File: config.mk
export PLATFORM = sky130hd
export DESIGN_NAME = ddr_cmd_decoder
export DESIGN_NICKNAME = d
export VERILOG_FILES = /design/src/rtl/ddr_cmd_decoder.sv
export SDC_FILE = /design/constraint.sdc
export NUM_CORES = 1
export LEC_CHECK = 0
export BUFFER_PORTS_ARGS = -buffer_cell sky130_fd_sc_hd__buf_2
export CORE_MARGIN = 2
export CORE_UTILIZATION = 58
export DETAILED_ROUTE_END_ITERATION = 8
export PLACE_DENSITY = 0.9
export SLEW_MARGIN = 5
export SYNTH_ARGS = -nofsm -noshare
export SYNTH_HDL_FRONTEND = slang
export SYNTH_SLANG_ARGS = --single-unit
File: constraint.sdc
create_clock -name clk -period 9.35 [get_ports clk]
set_clock_uncertainty 0.15 [all_clocks]
set_input_delay 0.4675 -clock clk [delete_from_list [all_inputs] [get_ports clk]]
set_output_delay 0.4675 -clock clk [all_outputs]
set_load 0.02 [all_outputs]
File: src/rtl/ddr_cmd_decoder.sv
// Turns sampled DDR command pins into registered one-cycle strobes, while tracking open banks, refresh busy time and CKE power state.
// Latency: one cycle from pin sample to strobe. No backpressure: illegal commands are dropped and flagged with a one-cycle illegal pulse.
module ddr_cmd_decoder #(
  parameter int BANKS = 4,
  parameter int ROWS  = 131072,
  parameter int COLS  = 1024,
  parameter int TRFC  = 8
) (
  input  logic                     clk,
  input  logic                     rst,
  input  logic                     cke,
  input  logic                     cs_n,
  input  logic                     act_n,
  input  logic                     ras_n,
  input  logic                     cas_n,
  input  logic                     we_n,
  input  logic [$clog2(BANKS)-1:0] ba,
  input  logic [$clog2(ROWS)-1:0]  addr,
  output logic                     ACT,
  output logic                     RD,
  output logic                     RDA,
  output logic                     WR,
  output logic                     WRA,
  output logic                     PR,
  output logic                     PRA,
  output logic                     REF,
  output logic                     SRF,
  output logic                     MRW,
  output logic                     MRR,
  output logic                     BST,
  output logic                     PD,
  output logic                     PDX,
  output logic [$clog2(BANKS)-1:0] bank,
  output logic [$clog2(ROWS)-1:0]  row,
  output logic [$clog2(COLS)-1:0]  column,
  output logic                     halt,
  output logic                     illegal
);

  localparam int BW  = $clog2(BANKS);
  localparam int RW  = $clog2(ROWS);
  localparam int CLW = $clog2(COLS);
  localparam int CW  = $clog2(TRFC);
  localparam logic [CW-1:0] RFC_LOAD = CW'(TRFC - 1);

  localparam logic [1:0] ST_ACTIVE  = 2'd0;
  localparam logic [1:0] ST_PWRDN   = 2'd1;
  localparam logic [1:0] ST_SELFREF = 2'd2;

  localparam int S_ACT = 13, S_RD  = 12, S_RDA = 11, S_WR  = 10, S_WRA = 9;
  localparam int S_PR  = 8,  S_PRA = 7,  S_REF = 6,  S_SRF = 5,  S_MRW = 4;
  localparam int S_MRR = 3,  S_BST = 2,  S_PD  = 1,  S_PDX = 0;

  logic [13:0]      strb_q, strb_d, sel;
  logic             illegal_q, illegal_d;
  logic             halt_q, halt_d;
  logic [CW-1:0]    rfc_q, rfc_d;
  logic [1:0]       state_q, state_d;
  logic             cke_q;
  logic [BANKS-1:0] open_q, open_d;
  logic [BW-1:0]    bank_q, bank_d;
  logic [RW-1:0]    row_q, row_d;
  logic [CLW-1:0]   column_q, column_d;
  logic [RW-1:0]    open_row_q [BANKS];
  logic             row_we, legal, ref_pins;
  logic [2:0]       rcw;

  assign rcw      = {ras_n, cas_n, we_n};
  assign ref_pins = !cs_n && act_n && (rcw == 3'b001);

  always_comb begin
    strb_d    = '0;
    illegal_d = 1'b0;
    state_d   = state_q;
    open_d    = open_q;
    bank_d    = bank_q;
    row_d     = row_q;
    column_d  = column_q;
    row_we    = 1'b0;
    sel       = '0;
    legal     = 1'b1;
    halt_d    = halt_q;
    rfc_d     = rfc_q;

    // The refresh count keeps running in every power state, including self-refresh.
    if (halt_q) begin
      if (rfc_q == '0) halt_d = 1'b0;
      else             rfc_d  = rfc_q - CW'(1);
    end

    if (state_q == ST_ACTIVE) begin
      if (cke_q && !cke) begin
        if (ref_pins) begin
          strb_d[S_SRF] = 1'b1;
          state_d       = ST_SELFREF;
        end else begin
          strb_d[S_PD]  = 1'b1;
          state_d       = ST_PWRDN;
        end
      end else if (cke && !cs_n) begin
        if (!act_n) begin
          sel[S_ACT] = 1'b1;
          legal      = !open_q[ba];
        end else begin
          case (rcw)
            3'b001: begin
              sel[S_REF] = 1'b1;
              legal      = ~|open_q;
            end
            3'b010: sel[addr[10] ? S_PRA : S_PR] = 1'b1;
            3'b100: begin
              sel[addr[10] ? S_WRA : S_WR] = 1'b1;
              legal = open_q[ba];
            end
            3'b101: begin
              sel[addr[10] ? S_RDA : S_RD] = 1'b1;
              legal = open_q[ba];
            end
            3'b000:  sel[S_MRW] = 1'b1;
            3'b011:  sel[S_MRR] = 1'b1;
            3'b110:  sel[S_BST] = 1'b1;
            default: sel        = '0;
          endcase
        end
        if (halt_q) legal = 1'b0;

        if (sel != '0) begin
          if (!legal) begin
            illegal_d = 1'b1;
          end else begin
            strb_d = sel;
            bank_d = ba;
            if (sel[S_ACT]) begin
              open_d[ba] = 1'b1;
              row_d      = addr;
              row_we     = 1'b1;
            end
            if (sel[S_RD] | sel[S_RDA] | sel[S_WR] | sel[S_WRA]) begin
              row_d    = open_row_q[ba];
              column_d = addr[CLW-1:0];
            end
            if (sel[S_RDA] | sel[S_WRA] | sel[S_PR]) open_d[ba] = 1'b0;
            if (sel[S_PRA]) open_d = '0;
            if (sel[S_REF]) begin
              halt_d = 1'b1;
              rfc_d  = RFC_LOAD;
            end
          end
        end
      end
    end else if (!cke_q && cke) begin
      strb_d[S_PDX] = 1'b1;
      state_d       = ST_ACTIVE;
    end
  end

  always_ff @(posedge clk) begin
    if (rst) begin
      strb_q    <= '0;
      illegal_q <= 1'b0;
      halt_q    <= 1'b0;
      rfc_q     <= '0;
      state_q   <= ST_ACTIVE;
      cke_q     <= 1'b1;
      open_q    <= '0;
      bank_q    <= '0;
      row_q     <= '0;
      column_q  <= '0;
    end else begin
      strb_q    <= strb_d;
      illegal_q <= illegal_d;
      halt_q    <= halt_d;
      rfc_q     <= rfc_d;
      state_q   <= state_d;
      cke_q     <= cke;
      open_q    <= open_d;
      bank_q    <= bank_d;
      row_q     <= row_d;
      column_q  <= column_d;
    end
  end

  // Row contents are only meaningful while the open flag is set, so they need no reset.
  always_ff @(posedge clk) begin
    if (row_we && !rst) open_row_q[ba] <= addr;
  end

  assign {ACT, RD, RDA, WR, WRA, PR, PRA, REF, SRF, MRW, MRR, BST, PD, PDX} = strb_q;
  assign bank    = bank_q;
  assign row     = row_q;
  assign column  = column_q;
  assign halt    = halt_q;
  assign illegal = illegal_q;

endmodule

Word-level counts from Yosys, hierarchy flattened

Memories as Yosys holds them, arrays and structs flattened. A register that Yosys moved wholly into a read port is not among the register bits.
Cells that the tools add are included.

Output and inout bits: 45
Memory bits (writable): 68
Bits in registers: 38
Memories: 1
Input bits: 27

Add/sub/neg operators: 1
Reduce and logical (&&, ||, !) cells: 31
$lt $le $gt $ge: 8
Mux-type cells: 81
Bitwise logic cells: 13
Equal/unequal tests: 7

Memories:

| name       | words | bits a word | read ports | clocked after Yosys merged registers in | wr ports | RTL line | text |
|---|---|---|---|---|---|---|---|
| open_row_q | 4     | 17          | 1          | 1                                       | 1        | 64       | `logic [RW-1:0] open_row_q [BANKS];` |

Operators with widths:

| kind               | number |
|---|---|
| $mux 13            | 4 |
| $mux 1             | 38 |
| $mux 4             | 9 |
| $mux 3             | 9 |
| $pmux 7 s3         | 1 |
| $mux 6             | 3 |
| $pmux 1 s4         | 4 |
| $lt 4x5->1 const B | 3 |
| $reduce_bool 14->1 | 1 |
| $demux 1 s4        | 3 |
| $ge 4x1->1 const B | 3 |
| $reduce_and 6->1   | 2 |
| $logic_and 1x1->1  | 10 |
| $mux 2             | 5 |
| $eq 3x3->1 const B | 3 |
| $eq 3x2->1 const B | 2 |
| $logic_not 1->1    | 6 |
| $logic_not 3->1    | 2 |
| $pmux 2 s3         | 1 |
| $reduce_or 6->1    | 1 |
| $not 1->1          | 5 |
| $or 1x1->1         | 5 |
| $reduce_and 5->1   | 1 |
| $reduce_or 5->1    | 1 |
| 17 further kinds   | 19 |

Longest topological paths before layout

Gate-level depths: netlist (run 1).

Depth after elaboration: 19
Mapped depth: 8

Worst setup path before layout (run 1)

Ideal clock, no wire load.

Kind: in2reg
Start: input ba[0]
End: memory open_row_q[0][0] (netlist name), enable pin
Required time: 8786 ps
Cell stages on the path: 5
Slack: 6170 ps
Arrival time: 2616 ps
Path buffers: 1
Cells stage by stage: buf_6 -> mux4_2 -> nor2_1 -> nand3_1 -> nor3_1

Cells in the longest elaborated chain, start to end: 16

Ends and longest elaborated chain:

| what                                                 | RTL line      | text |
|---|---|---|
| from (decl)                                          | 17            | `input logic [$clog2(BANKS)-1:0] ba,` |
| $bmux 1 s2                                           | 103, 113, 117 |  |
| $mux 1 (implied by the code)                         | 103, 113, 117 |  |
| $pmux 1 s2 / $logic_not 1->1 (equally long branches) | 105, 103      |  |
| $mux 1                                               | 101           | `if (!act_n) begin` |
| $mux 1                                               | 125           | `if (halt_q) legal = 1'b0;` |
| $mux 1                                               | 100           | `end else if (cke && !cs_n) begin` |
| $mux 1                                               | 92            | `if (cke_q && !cke) begin` |
| $mux 1                                               | 91            | `if (state_q == ST_ACTIVE) begin` |
| $mux 1                                               | 128           | `if (!legal) begin` |
| $mux 1                                               | 127           | `if (sel != '0) begin` |
| $mux 1                                               | 100           |  |
| $mux 1                                               | 92            |  |
| $mux 1                                               | 91            |  |
| $logic_and 1x1->1                                    | 185           | `if (row_we && !rst) open_row_q[ba] <= addr;` |
| $mux 1                                               | 185           |  |
| $mux 1 (implied by the code)                         | 185           |  |
| to (decl)                                            | 64            |  |

Several ways; a longest one is shown, not always the timed one. The select of a mux whose other input is x is not followed.

Final worst setup path (run 1)

Start: input ba[0]
End: memory open_row_q[0][3] (netlist name), enable pin

Same word-level chain as after synthesis.

==> key figures, run 1 <==
Outcome
  – Status: complete, no violations

Clock network
  – CTS buffer count: 17
  – Post CTS Setup Buffer Count: 0
  – Clk slew on worst S/H paths: roughly 0.060 ns
  – Clock Sinks: about 120
  – CTS H-Tree Depth: 4
  – Root Buffer: clkbuf_8
  – Clock Latency Late Sink: between 0.5 and 0.6 ns
  – # resized after CTS: 0
  – Largest buffer count on any clock path: 2
  – Hold buffer count at cts: 0
  – CTS tree: done

Worst setup path
  – CP Data Required Time: 9.42 ns
  – Crit start category: primary input
  – Worst Reg2Reg Path Length in Cells: 5
  – Worst Path Arrival: between 3 and 4 ns
  – CP Capture Type: flip-flop
  – Setup CP Type: in2reg
  – Max Fanout on Critical Path: 24

Cells and area
  – Area growth syn-to-layout: 19.58%
  – Core Util, Final: 0.7103
  – Share of cells above drive strength 1: 0.3009
  – Final instance area: 5807 sq um
  – Nets: 459
  – # diodes: 0
  – Fillers: about 510

Die
  – Core Rows: 33
  – Die area: around 9000 sq um
  – Core Box Area: 8175 sq um
  – Die Y-Extent: around 96 um
  – Io pins: between 70 and 80
  – Starting Density: 0.5940
  – Die W: approximately 96 um

Synthesis
  – Commonest cells post-synth: edfxtp_1 (68), dfxtp_1 (55), nor2_1 (42)
  – Prevailing post-synth register cell: edfxtp_1
  – Synthesized flop and latch total: approximately 120
  – Part of the Yosys area used for sequential elements: 0.6473
  – Top cells by area, synth: edfxtp_1 (42%), dfxtp_1 (23%), mux4_2 (7.9%)
  – Syn avg cell area: between 10 and 15 sq um
  – Post-synth EDFFs: a little under 70
  – Post-synth top area cell: edfxtp_1
  – YS warnings: 0
  – Ys async rst share: 0
  – Mapped Cells: 359
  – Most frequent cell after synthesis: edfxtp_1
  – Synth Cell Area: about 5000 sq um
  – Synth unique cells: 45
  – Top cell type's share of synthesized area: 0.4205
  – Syn nets: between 300 and 400

STA
  – Max Clk Rate: between 200 and 300 MHz
  – Period minus WS final: 3.571 ns
  – Final max-slew violation count: 0
  – RSZ-0062 raised after global routing: no
  – Relative slew slack: 0.2850
  – Hold Fails Final Rpt: 0
  – Fin crit share: 0.3820
  – Setup TNS: 0 ns
  – Final hold slack: between 0.03 and 0.04 ns
  – Final Setup Violations: 0
  – Worst slew pin tran: around 1.1 ns

Power
  – Sw frac: 0.2463
  – Cell-internal power: 0.0009626 W
  – NetSw: approximately 0.00031 W
  – LEAKAGE: roughly 2.2 nW
  – Seq pwr share: 0.455
  – Comb pwr share: 0.056
  – Cell Pwr Density: 220.0 nW/um^2
  – VDD IR max: roughly 0.18 mV
  – Clock Power Share: 0.489

Detailed routing
  – TritonRoute pass-1 iters: 5
  – Antenna-violating nets left: 0
  – Routed vias: 3375
  – DRC viols: 0
  – Wire per inst: about 20 um
  – Total routed wirelength: between 10000 and 15000 um
  – Vias/cell: 6.170
  – 1st-iter DRT viols: about 270

Run
  – Total of max-cap violations: 0

Global routing
  – Total GRT Usage: 0.2577
  – First-pass GRT wire length: around 17000 um
  – Largest net degree at the start of global routing: 42
  – Vias in the first global route: 3209
  – Initial antenna violation count: 0
  – Remaining Overflow, GRT: 0

Placement
  – I/O Buffers: ~70
  – RD Place Congestion: 0.7872
  – Dpl hpwl: 6499 um
  – Placed cell area: roughly 5200 sq um

Worst hold path
  – Hold Path Class: in2reg
  – Hold Crit Depth: 2
[kinds of logic after synthesis]
kind of cell,synth area share
DFF,0.6473
and+or+nand+nor,0.1051
AOI/OAI and AO/OA,0.08916
buffers and inverters,0.03787
muxes,0.1111
adders and majority gates,0.007731
xor gates and xnor gates,0.001804
[worst max-delay path: stages]
cell,delay (ns)
buf_2,0.56
mux4_2,0.65
nor2_1,0.13
nand3_1,0.74
nor3_2,0.74
buf_4,0.34
[power groups by stage]
stage                     registers (W)  logic [W]  clock network [W]
after floorplan                0.000597  0.0000400                  0
after global placement         0.000592  0.0000657                  0
final                          0.000581  0.0000714           0.000625
after detailed placement       0.000592  0.0000693                  0
after CTS                      0.000581  0.0000710           0.000627
after global routing           0.000581  0.0000767           0.000648
[per-layer routing]
layer	GRT usage	routed length (um)	vias up
li1	-	-	1515
met1	0.3267	4309	1651
met2	0.4231	5684	184
met3	0.07431	936	25
met4	0.09762	214	0
met5	0	0	-
[cell type report]
| cell class | count | area [sq um] | area share |
|---|---|---|---|
| clock buffer | 17 | 414.1 | 0.07132 |
| inverter | 13 | 48.80 | 0.008403 |
| clock inverter | 15 | 150.1 | 0.02586 |
| multi-input combinational | 199 | 1534 | 0.2642 |
| sequential | 123 | 3143 | 0.5413 |
| timing repair buffer | 75 | 385.4 | 0.06637 |
| tap | 105 | 131.4 | 0.02262 |
[sequential cells by signal, summed over array words and instances, names as in the netlist]
| signal | count |
|---|---|
| halt | 1 |
| strb_q | 14 |
| bank | 2 |
| illegal | 1 |
| column | 10 |
| row | 17 |
| state_q | 2 |
| rfc_q | 3 |
| cke_q | 1 |
| open_row_q | 68 |
| open_q | 4 |
[per-stage QoR]
step / std cells / power (W) / setup slack [ns]
6_report: 547 / 0.001277 / 5.779
5_1_grt: 547 / 0.001306 / 5.549
4_1_cts: 547 / 0.001279 / 5.791
3_5_place_dp: 515 / 0.0006616 / 5.275
3_3_place_gp: 515 / 0.0006576 / 5.476
2_1_floorplan: 359 / 0.0006374 / 6.170
[final timing paths]
check,from,to,slack [ns]
hold / removal,cke,cke_q,0.04
setup / recovery,ba[0],open_row_q[0][3],5.78
setup reg to reg,state_q[1],open_row_q[0][3],5.93
hold reg to reg,row[8],row[8],0.32
[cell usage in the layout, fill, tap and decap left out, types with 3 or more instances in the layout]
| cell | synthesis | layout |
|---|---|---|
| o211ai_1 | 5 | 5 |
| o21ai_0 | 5 | 5 |
| clkbuf_16 | 0 | 16 |
| buf_4 | 1 | 4 |
| nor3_1 | 8 | 7 |
| nor2b_1 | 3 | 3 |
| clkinvlp_4 | 0 | 4 |
| inv_1 | 12 | 12 |
| edfxtp_1 | 68 | 68 |
| nor4_1 | 6 | 6 |
| nand2b_1 | 5 | 5 |
| a31oi_1 | 3 | 3 |
| nor2_1 | 42 | 42 |
| dfxtp_1 | 55 | 55 |
| mux2i_1 | 13 | 13 |
| a21oi_1 | 22 | 22 |
| o41ai_1 | 17 | 17 |
| nand3_1 | 19 | 19 |
| ha_1 | 3 | 3 |
| buf_2 | 3 | 71 |
| nand2_1 | 6 | 6 |
| mux4_2 | 17 | 17 |
| inv_6 | 0 | 9 |
(Power assumes the default switching activity.)
==> run 2: changes to the inputs <==
--- a/config.mk
+++ b/config.mk
@@ -5,11 +5,12 @@
 export SDC_FILE = /design/constraint.sdc
 export NUM_CORES = 1
 export LEC_CHECK = 0
+export ABC_AREA = 1
 export BUFFER_PORTS_ARGS = -buffer_cell sky130_fd_sc_hd__buf_2
 export CORE_MARGIN = 2
-export CORE_UTILIZATION = 58
+export CORE_UTILIZATION = 57
 export DETAILED_ROUTE_END_ITERATION = 8
-export PLACE_DENSITY = 0.9
+export PLACE_DENSITY = 0.88
 export SLEW_MARGIN = 5
 export SYNTH_ARGS = -nofsm -noshare
 export SYNTH_HDL_FRONTEND = slang
==> constraint.sdc (replaced) <==
create_clock -name clk -period 3.5 [get_ports clk]
set_clock_uncertainty 0.15 [all_clocks]
set_input_delay 0.175 -clock clk [delete_from_list [all_inputs] [get_ports clk]]
set_output_delay 0.175 -clock clk [all_outputs]
set_load 0.02 [all_outputs]
==> run 2 against run 1 <==
  * Die area is 5.5% higher
  * Non-clock buffer count increased by 33
  * Setup slack got worse by 5.0 ns
  * Clock power grew to 2.9 times the previous value
  * Via count increased by 28%
  * Synthesized area rose by 3.9%
  * Register-to-register slack got worse by 5.1 ns
  * First-iteration DRC count increased by 98%
  * Sequential share of layout area is 5.1 points lower
  * Critical path type unchanged
  * Critical endpoint is now strb_q[3]
==> key figures, run 2 <==
Outcome
  – Status: complete, no violations (unchanged)

Synthesis
  – Synth Area in Adders: 0.007437 (was 0.007730)
  – Main combinational cell family by area after synthesis: simple AND/OR/NAND/NOR gates (was multiplexers)
  – Mapped Cells: 515 (was 359)
  – Synthesized-area fraction occupied by and/or/nand/nor cells: 0.1958 (was 0.1051)
  – Ys async rst share: 0 (unchanged)
  – Syn nets: 545 (was 389)
  – Top cells by area, synth: edfxtp_1 (40%), dfxtp_1 (22%), nand2_1 (7.9%) (was edfxtp_1 (42%), dfxtp_1 (23%), mux4_2 (7.9%))
  – Synth Cell Area: 5047 sq um (was 4856 sq um)
  – Post-Synth XOR/XNOR Area: 0.001735 (was 0.001804)
  – Post-synth top area cell: edfxtp_1 (unchanged)
  – Synth unique cells: 31 (was 45)
  – Synth Area in Compound Gates: 0.09569 (was 0.08915)
  – Syn avg cell area: 9.801 sq um (was 13.53 sq um)
  – Top cell type's share of synthesized area: 0.4046 (was 0.4205)
  – Synthesized flop and latch total: 123 (unchanged)
  – Commonest cells post-synth: nand2_1 (106), edfxtp_1 (68), inv_1 (65) (was edfxtp_1 (68), dfxtp_1 (55), nor2_1 (42))
  – Post-synth EDFFs: 68 (unchanged)
  – Most frequent cell after synthesis: nand2_1 (was edfxtp_1)
  – YS warnings: 0 (unchanged)
  – Mux share of post-synthesis cell area: 0 (was 0.1111)
  – Part of the Yosys area used for sequential elements: 0.6227 (was 0.6473)
  – Prevailing post-synth register cell: edfxtp_1 (unchanged)

Clock network
  – CTS tree: done (unchanged)
  – Post CTS Setup Buffer Count: 0 (unchanged)
  – CTS H-Tree Depth: 4 (unchanged)
  – Clock Sinks: 123 (unchanged)
  – Root Buffer: clkbuf_8 (unchanged)
  – # resized after CTS: 0 (unchanged)
  – Largest buffer count on any clock path: 2 (unchanged)
  – CTS buffer count: 17 (unchanged)
  – Clk slew on worst S/H paths: 0.06 ns (about the same)
  – Clock Latency Late Sink: 0.53 ns (about the same)

Die
  – Die Y-Extent: 98.10 um (was 95.50 um)
  – Core Box Area: 8636 sq um (was 8175 sq um)
  – Starting Density: 0.5845 (was 0.5940)
  – Die W: 98.10 um (was 95.50 um)
  – Die area: 9624 sq um (was 9120 sq um)
  – Io pins: 72 (unchanged)
  – Core Rows: 34 (was 33)

STA
  – Period minus WS final: 2.749 ns
  – Fin crit share: 0.7853
  – Setup TNS: 0 ns (unchanged)
  – Final max-slew violation count: 0 (unchanged)
  – Final Setup Violations: 0 (unchanged)
  – Max Clk Rate: around 360 MHz
  – Worst slew pin tran: 0.8692 ns (was 1.070 ns)
  – Hold Fails Final Rpt: 0 (unchanged)
  – RSZ-0062 raised after global routing: no (unchanged)
  – Relative slew slack: 0.4199 (was 0.2850)
  – Final hold slack: 0.2747 ns (was 0.03569 ns)

Worst hold path
  – Hold Crit Depth: 2 (unchanged)
  – Hold Path Class: in2reg (unchanged)
  – Hold path start: addr[15] (was cke)

Cells and area
  – Register area: 3143 sq um (unchanged)
  – Max reg flops: 68 (unchanged)
  – Nets: 650 (was 459)
  – Commonest cells after routing, fill and taps aside: nand2_1 (106), buf_2 (71), edfxtp_1 (68), inv_1 (65), dfxtp_1 (55) (was buf_2 (71), edfxtp_1 (68), dfxtp_1 (55), nor2_1 (42), a21oi_1 (22))
  – Area of the multi-input gates: 1538 sq um (was 1534 sq um)
  – Share of cells above drive strength 1: 0.2085 (was 0.3009)
  – Fillers: 522 (was 512)
  – Most flops, register: open_row_q (unchanged)
  – Area growth syn-to-layout: 26.92% (was 19.58%)
  – Final instance area: 6406 sq um (was 5807 sq um)
  – # diodes: 0 (unchanged)
  – Commonest non-fill, non-tap cell in the layout: nand2_1 (was buf_2)

Worst setup path
  – Worst Setup SP: ba[0] (unchanged)
  – Crit. path cell count: 13 (was 6)
  – Critical path's most frequent cell: nand2_1
  – Max Fanout on Critical Path: 14 (was 24)
  – Crit-path cells: dlygate4sd3_1, buf_2, inv_4, nand2_1, nand2_1, nand2_1, nand2_2, a21oi_4, nand3_4, inv_2, nand2_1, nor3b_1, dlygate4sd3_1 (was buf_2, mux4_2, nor2_1, nand3_1, nor3_2, buf_4)
  – Worst Path Arrival: 3.07 ns (was 3.64 ns)
  – Critical path buffers and inverters: 5 (was 2)
  – Setup CP Type: in2reg (unchanged)
  – Worst R2R Start: open_q[0] (was state_q[1])
  – CP Data Required Time: 3.82 ns (was 9.42 ns)
  – Crit-path slowest cell: dlygate4sd3_1 (was nand3_1)
  – Crit start category: primary input (unchanged)
  – Worst Reg2Reg Path Length in Cells: 11 (was 5)
  – Cell family with most CP delay: buffers and inverters (was simple AND/OR/NAND/NOR gates)
  – Slowest stage delay, CP: 0.59 ns (was 0.74 ns)
  – CP Capture Type: flip-flop (unchanged)

Global routing
  – Vias in the first global route: 4308 (was 3209)
  – GR Layer Usage met1: 0.3639 (was 0.3267)
  – Met3 usage: 0.06943 (was 0.07431)
  – Largest net degree at the start of global routing: 29 (was 42)
  – Remaining Overflow, GRT: 0 (unchanged)
  – Total GRT Usage: 0.2968 (was 0.2577)
  – Most Used Layer, Global Route: met2 (unchanged)
  – Met2 GRT Util: 0.4942 (was 0.4231)
  – First-pass GRT wire length: 21910 um (was 16930 um)
  – Initial antenna violation count: 0 (unchanged)

Power
  – Cell Pwr Density: 569.9 nW/um^2 (was 220.0 nW/um^2)
  – Total Power: 0.003651 W (was 0.001277 W)
  – LEAKAGE: 2.760 nW (was 2.201 nW)
  – VDD IR max: 0.3532 mV (was 0.1779 mV)

Detailed routing
  – Wire per inst: 18.72 um (was 20.37 um)
  – Antenna-violating nets left: 0 (unchanged)
  – 1st-iter DRT viols: 539 (was 272)
  – Vias/cell: 5.846 (was 6.170)
  – Total routed wirelength: 13880 um (was 11140 um)
  – Routed vias: 4332 (was 3375)
  – DRC viols: 0 (unchanged)
  – TritonRoute pass-1 iters: 6 (was 5)

Placement
  – RD Place Congestion: 0.9048 (was 0.7872)
  – I/O Buffers: 71 (unchanged)
  – Placed cell area: 5493 sq um (was 5243 sq um)
  – Dpl hpwl: 7498 um (was 6499 um)

Run
  – Total of max-cap violations: 0 (unchanged)
[run 2: power by group]
| group | internal [W] | switching [W] | total [W] |
|---|---|---|---|
| Sequential | 0.00155 | 0.0000139 | 0.00156 |
| Combinational | 0.0000922 | 0.000192 | 0.000284 |
| Clock | 0.00115 | 0.000650 | 0.00180 |
| Total | 0.00280 | 0.000856 | 0.00365 |
[run 2: worst paths after layout]
kind | endpoint | slack (ns)
worst min-delay path | open_row_q[2][15] | 0.27
worst max-delay path | strb_q[3] | 0.75
worst min register to register | state_q[1] | 0.34
worst max register to register | strb_q[3] | 0.81
[run 2: kinds of logic after synthesis]
kind of cell,after synthesis
buf+inv,93
compound gates,74
flops,123
xor+xnor,1
fa+ha+maj,3
simple gates,221
[run 2: cell type report]
| type | instances | share of cell area |
|---|---|---|
| clock inverters | 15 | 0.03105 |
| repair buffers | 108 | 0.1105 |
| clock buffers | 17 | 0.06465 |
| multi-input cells | 299 | 0.2400 |
| inverters | 71 | 0.04199 |
| flip-flops and latches | 123 | 0.4906 |
| well taps | 108 | 0.02109 |
[run 2: what timing repair did]
| action | in CTS | in global routing |
|---|---|---|
| endpoints found under the hold margin | 116 | 0 |
| endpoints found under the setup margin | 0 | 0 |
| hold buffers | 30 | 0 |
[run 2: routing by layer]
metal / routed length [um] / vias up
met5: 0 / -
met4: 547 / 0
met3: 1498 / 67
met2: 6895 / 336
met1: 4933 / 1983
li1: - / 1946
[run 2: through the flow]
step / utilization / setup WS (ns) / cells
4_1_cts: 0.7418 / 0.9306 / 741
3_3_place_gp: 0.6360 / 1.180 / 679
3_5_place_dp: 0.6360 / 1.074 / 679
2_1_floorplan: - / 0.5716 / 515
6_report: 0.7418 / 0.7515 / 741
5_1_grt: 0.7418 / 0.7085 / 741
[run 2: worst register-to-register path: stages (launching register included)]
cell           delay [ns]
dfxtp_1              0.41
nand2_1              0.10
nand2_1              0.08
nand2_1              0.11
nand2_2              0.12
nand2_1              0.07
nand2_2              0.12
nand3_4              0.21
inv_2                0.20
nand2_1              0.22
nor3b_1              0.25
dlygate4sd3_1        0.59
==> run 3: changes to the inputs <==
==> constraint.sdc (replaced) <==
create_clock -name clk -period 2.8 [get_ports clk]
set_clock_uncertainty 0.15 [all_clocks]
set_input_delay 0.14 -clock clk [delete_from_list [all_inputs] [get_ports clk]]
set_output_delay 0.14 -clock clk [all_outputs]
set_load 0.02 [all_outputs]
==> run 3 against run 2 <==
  * Via count is 3.3% higher
  * Clock power up 16%
  * Design area is 0.35% lower
  * Sequential power is 25% higher
  * Die area is the same
  * Combinational power grew 28%
  * Register-to-register slack got worse by 0.62 ns
  * Core utilization fell by 0.26 points
  * Wire length is 2.9% higher
  * First-iteration DRC count decreased by 10%
==> key figures, run 3 (synthesis gave the netlist of run 2 again) <==
Cells and area
  – Area growth syn-to-layout: 26.47% (was 26.92%)
  – Final instance area: 6384 sq um (was 6406 sq um)
  – Commonest cells after routing, fill and taps aside: nand2_1 (106), buf_2 (71), edfxtp_1 (68), inv_1 (65), dfxtp_1 (55) (unchanged)
  – Share of cells above drive strength 1: 0.2075 (was 0.2085)
  – Final Non-Filler Cells: 744 (was 741)
  – Commonest non-fill, non-tap cell in the layout: nand2_1 (unchanged)
  – Fillers: 491 (was 522)
  – # diodes: 0 (unchanged)
  – Nets: 653 (was 650)
  – Core Util, Final: 0.7392 (was 0.7418)
  – Max reg flops: 68 (unchanged)
  – Most flops, register: open_row_q (unchanged)

Global routing
  – First-pass GRT wire length: 22260 um (was 21910 um)
  – Largest net degree at the start of global routing: 32 (was 29)
  – Initial antenna violation count: 0 (unchanged)
  – Total GRT Usage: 0.3020 (was 0.2968)
  – Remaining Overflow, GRT: 0 (unchanged)
  – Vias in the first global route: 4413 (was 4308)

Detailed routing
  – 1st-iter DRT viols: 485 (was 539)
  – Wire per inst: 19.19 um (was 18.72 um)
  – Routed vias: 4475 (was 4332)
  – Antenna-violating nets left: 0 (unchanged)
  – TritonRoute pass-1 iters: 8 (was 6)
  – Total routed wirelength: 14280 um (was 13880 um)
  – DRC viols: 0 (unchanged)
  – Vias/cell: 6.015 (was 5.846)

Power
  – Cell Pwr Density: 688.6 nW/um^2 (was 569.9 nW/um^2)
  – VDD IR max: 0.6480 mV (was 0.3532 mV)
  – Sw frac: 0.2456 (was 0.2344)
  – Cell-internal power: 0.003316 W (was 0.002795 W)
  – Seq pwr share: 0.445 (was 0.428)
  – Clock Power Share: 0.473 (was 0.494)
  – NetSw: 0.001080 W (was 0.0008559 W)
  – Comb pwr share: 0.083 (was 0.078)
  – LEAKAGE: 2.764 nW (was 2.760 nW)

Worst setup path
  – Crit-path slowest cell: dlygate4sd3_1 (unchanged)
  – Slowest stage delay, CP: 0.61 ns (was 0.59 ns)
  – Worst Reg2Reg Path Length in Cells: 11 (unchanged)
  – Reg2Reg Setup Slack: 0.19 ns (was 0.81 ns)
  – CP Capture Type: flip-flop (unchanged)
  – Crit. path cell count: 13 (unchanged)
  – Max Fanout on Critical Path: 14 (unchanged)
  – Critical path's most frequent cell: nand2_1 (unchanged)
  – Crit-path cells: dlygate4sd3_1, buf_2, inv_4, nand2_1, nand2_1, nand2_1, nand2_2, a21oi_4, nand3_4, inv_2, nand2_1, nor3b_1, dlygate4sd3_1 (unchanged)
  – CP Data Required Time: 3.12 ns (was 3.82 ns)
  – Crit start category: primary input (unchanged)
  – Setup CP Type: in2reg (unchanged)
  – Worst Path Arrival: 2.94 ns (was 3.07 ns)
  – Cell family with most CP delay: buffers and inverters (unchanged)
  – Critical path buffers and inverters: 5 (unchanged)

STA
  – Max Clk Rate: 381.8 MHz
  – Setup TNS: 0 ns (unchanged)
  – Worst slew pin tran: 0.9124 ns (was 0.8692 ns)
  – RSZ-0062 raised after global routing: no (unchanged)
  – Final max-slew violation count: 0 (unchanged)
  – Period minus WS final: around 2.6 ns
  – Final Setup Violations: 0 (unchanged)
  – Relative slew slack: 0.3911 (was 0.4199)
  – Final WS setup: 0.1811 ns (was 0.7515 ns)
  – Fin crit share: 0.9353
  – Hold Fails Final Rpt: 0 (unchanged)

Die
  – Die area: 9624 sq um (unchanged)
  – Core Rows: 34 (unchanged)
  – Core Box Area: 8636 sq um (unchanged)
  – Die W: 98.10 um (unchanged)
  – Starting Density: 0.5845 (unchanged)
  – Io pins: 72 (unchanged)
  – Die Y-Extent: 98.10 um (unchanged)

Placement
  – Worst slack, placed: 0.4783 ns (was 1.074 ns)
  – I/O Buffers: 71 (unchanged)
  – RD Place Congestion: 0.8874 (was 0.9048)
  – Placed cell area: 5508 sq um (was 5493 sq um)
  – Dpl cells: 681 (was 679)
  – Dpl hpwl: 7351 um (was 7498 um)

Worst hold path
  – Hold Crit Depth: 4 (was 2)
  – Hold Path Class: in2reg (unchanged)

Clock network
  – Clock Latency Late Sink: 0.53 ns (about the same)
  – Clk slew on worst S/H paths: 0.06 ns (about the same)
  – Largest buffer count on any clock path: 2 (unchanged)
  – CTS buffer count: 17 (unchanged)
  – CTS tree: done (unchanged)
  – Root Buffer: clkbuf_8 (unchanged)
  – CTS H-Tree Depth: 4 (unchanged)
  – Clock Sinks: 123 (unchanged)

Outcome
  – Status: complete, no violations (unchanged)

Run
  – Total of max-cap violations: 0 (unchanged)
run 3: cell count changes in the layout (fill, tap and decap cells not counted), sizes merged:
cell | previous run | this run
bufinv | 4 | 2
clkinvlp | 5 | 1
clkinv | 7 | 13
buf | 78 | 80
dlygate4sd3 | 30 | 31
run 3: worst paths after layout:
path | from | end
worst max-delay path | ba[0] | strb_q[3]
worst min-delay path | cke | cke_q
worst max register to register | open_q[1] | strb_q[3]
worst min register to register | bank[0] | bank[0]
run 3: metrics by stage:
step | hold WS (ns) | total power (W)
6_report | 0.2403 | 0.004396
5_1_grt | 0.2396 | 0.004486
4_1_cts | 0.2180 | 0.004361
3_5_place_dp | 0.2083 | 0.002294
3_3_place_gp | 0.2024 | 0.002282
2_1_floorplan | 0.08091 | 0.002187
run 3: cell type report:
| class | instances | area [sq um] | area share |
|---|---|---|---|
| sequential | 123 | 3143 | 0.4924 |
| multi-input combinational | 299 | 1538 | 0.2409 |
| timing repair buffer | 111 | 733.2 | 0.1149 |
| clock buffer | 17 | 414.1 | 0.06488 |
| inverter | 71 | 269.0 | 0.04214 |
| clock inverter | 15 | 151.4 | 0.02372 |
| tap | 108 | 135.1 | 0.02117 |
run 3: power groups by stage:
stage	clock, W	combinational (W)	sequential [W]
6_report	0.00208	0.000363	0.00195
5_1_grt	0.00214	0.000387	0.00196
4_1_cts	0.00206	0.000346	0.00195
3_5_place_dp	0	0.000305	0.00199
3_3_place_gp	0	0.000294	0.00199
2_1_floorplan	0	0.000173	0.00201
run 3: metal layers:
metal  vias up  routed length [um]  track usage
met5         -                   0            0
met2       386                7112       0.5095
met3        77                1610      0.07946
met1      2061                4839       0.3455
met4         0                 716       0.1795
li1       1951                   -            -
run 3: what timing repair did:
action | in CTS | in global routing
hold buffers | 31 | 0
resized for setup | 0 | 0
setup buffers | 0 | 0
endpoints found under the hold margin | 119 | 0
run 3: worst min-delay path, delay by kind of cell:
kind	cells	cell delay [ns]
AND/OR/NAND/NOR	1	0.06
buffers and inverters	3	0.69
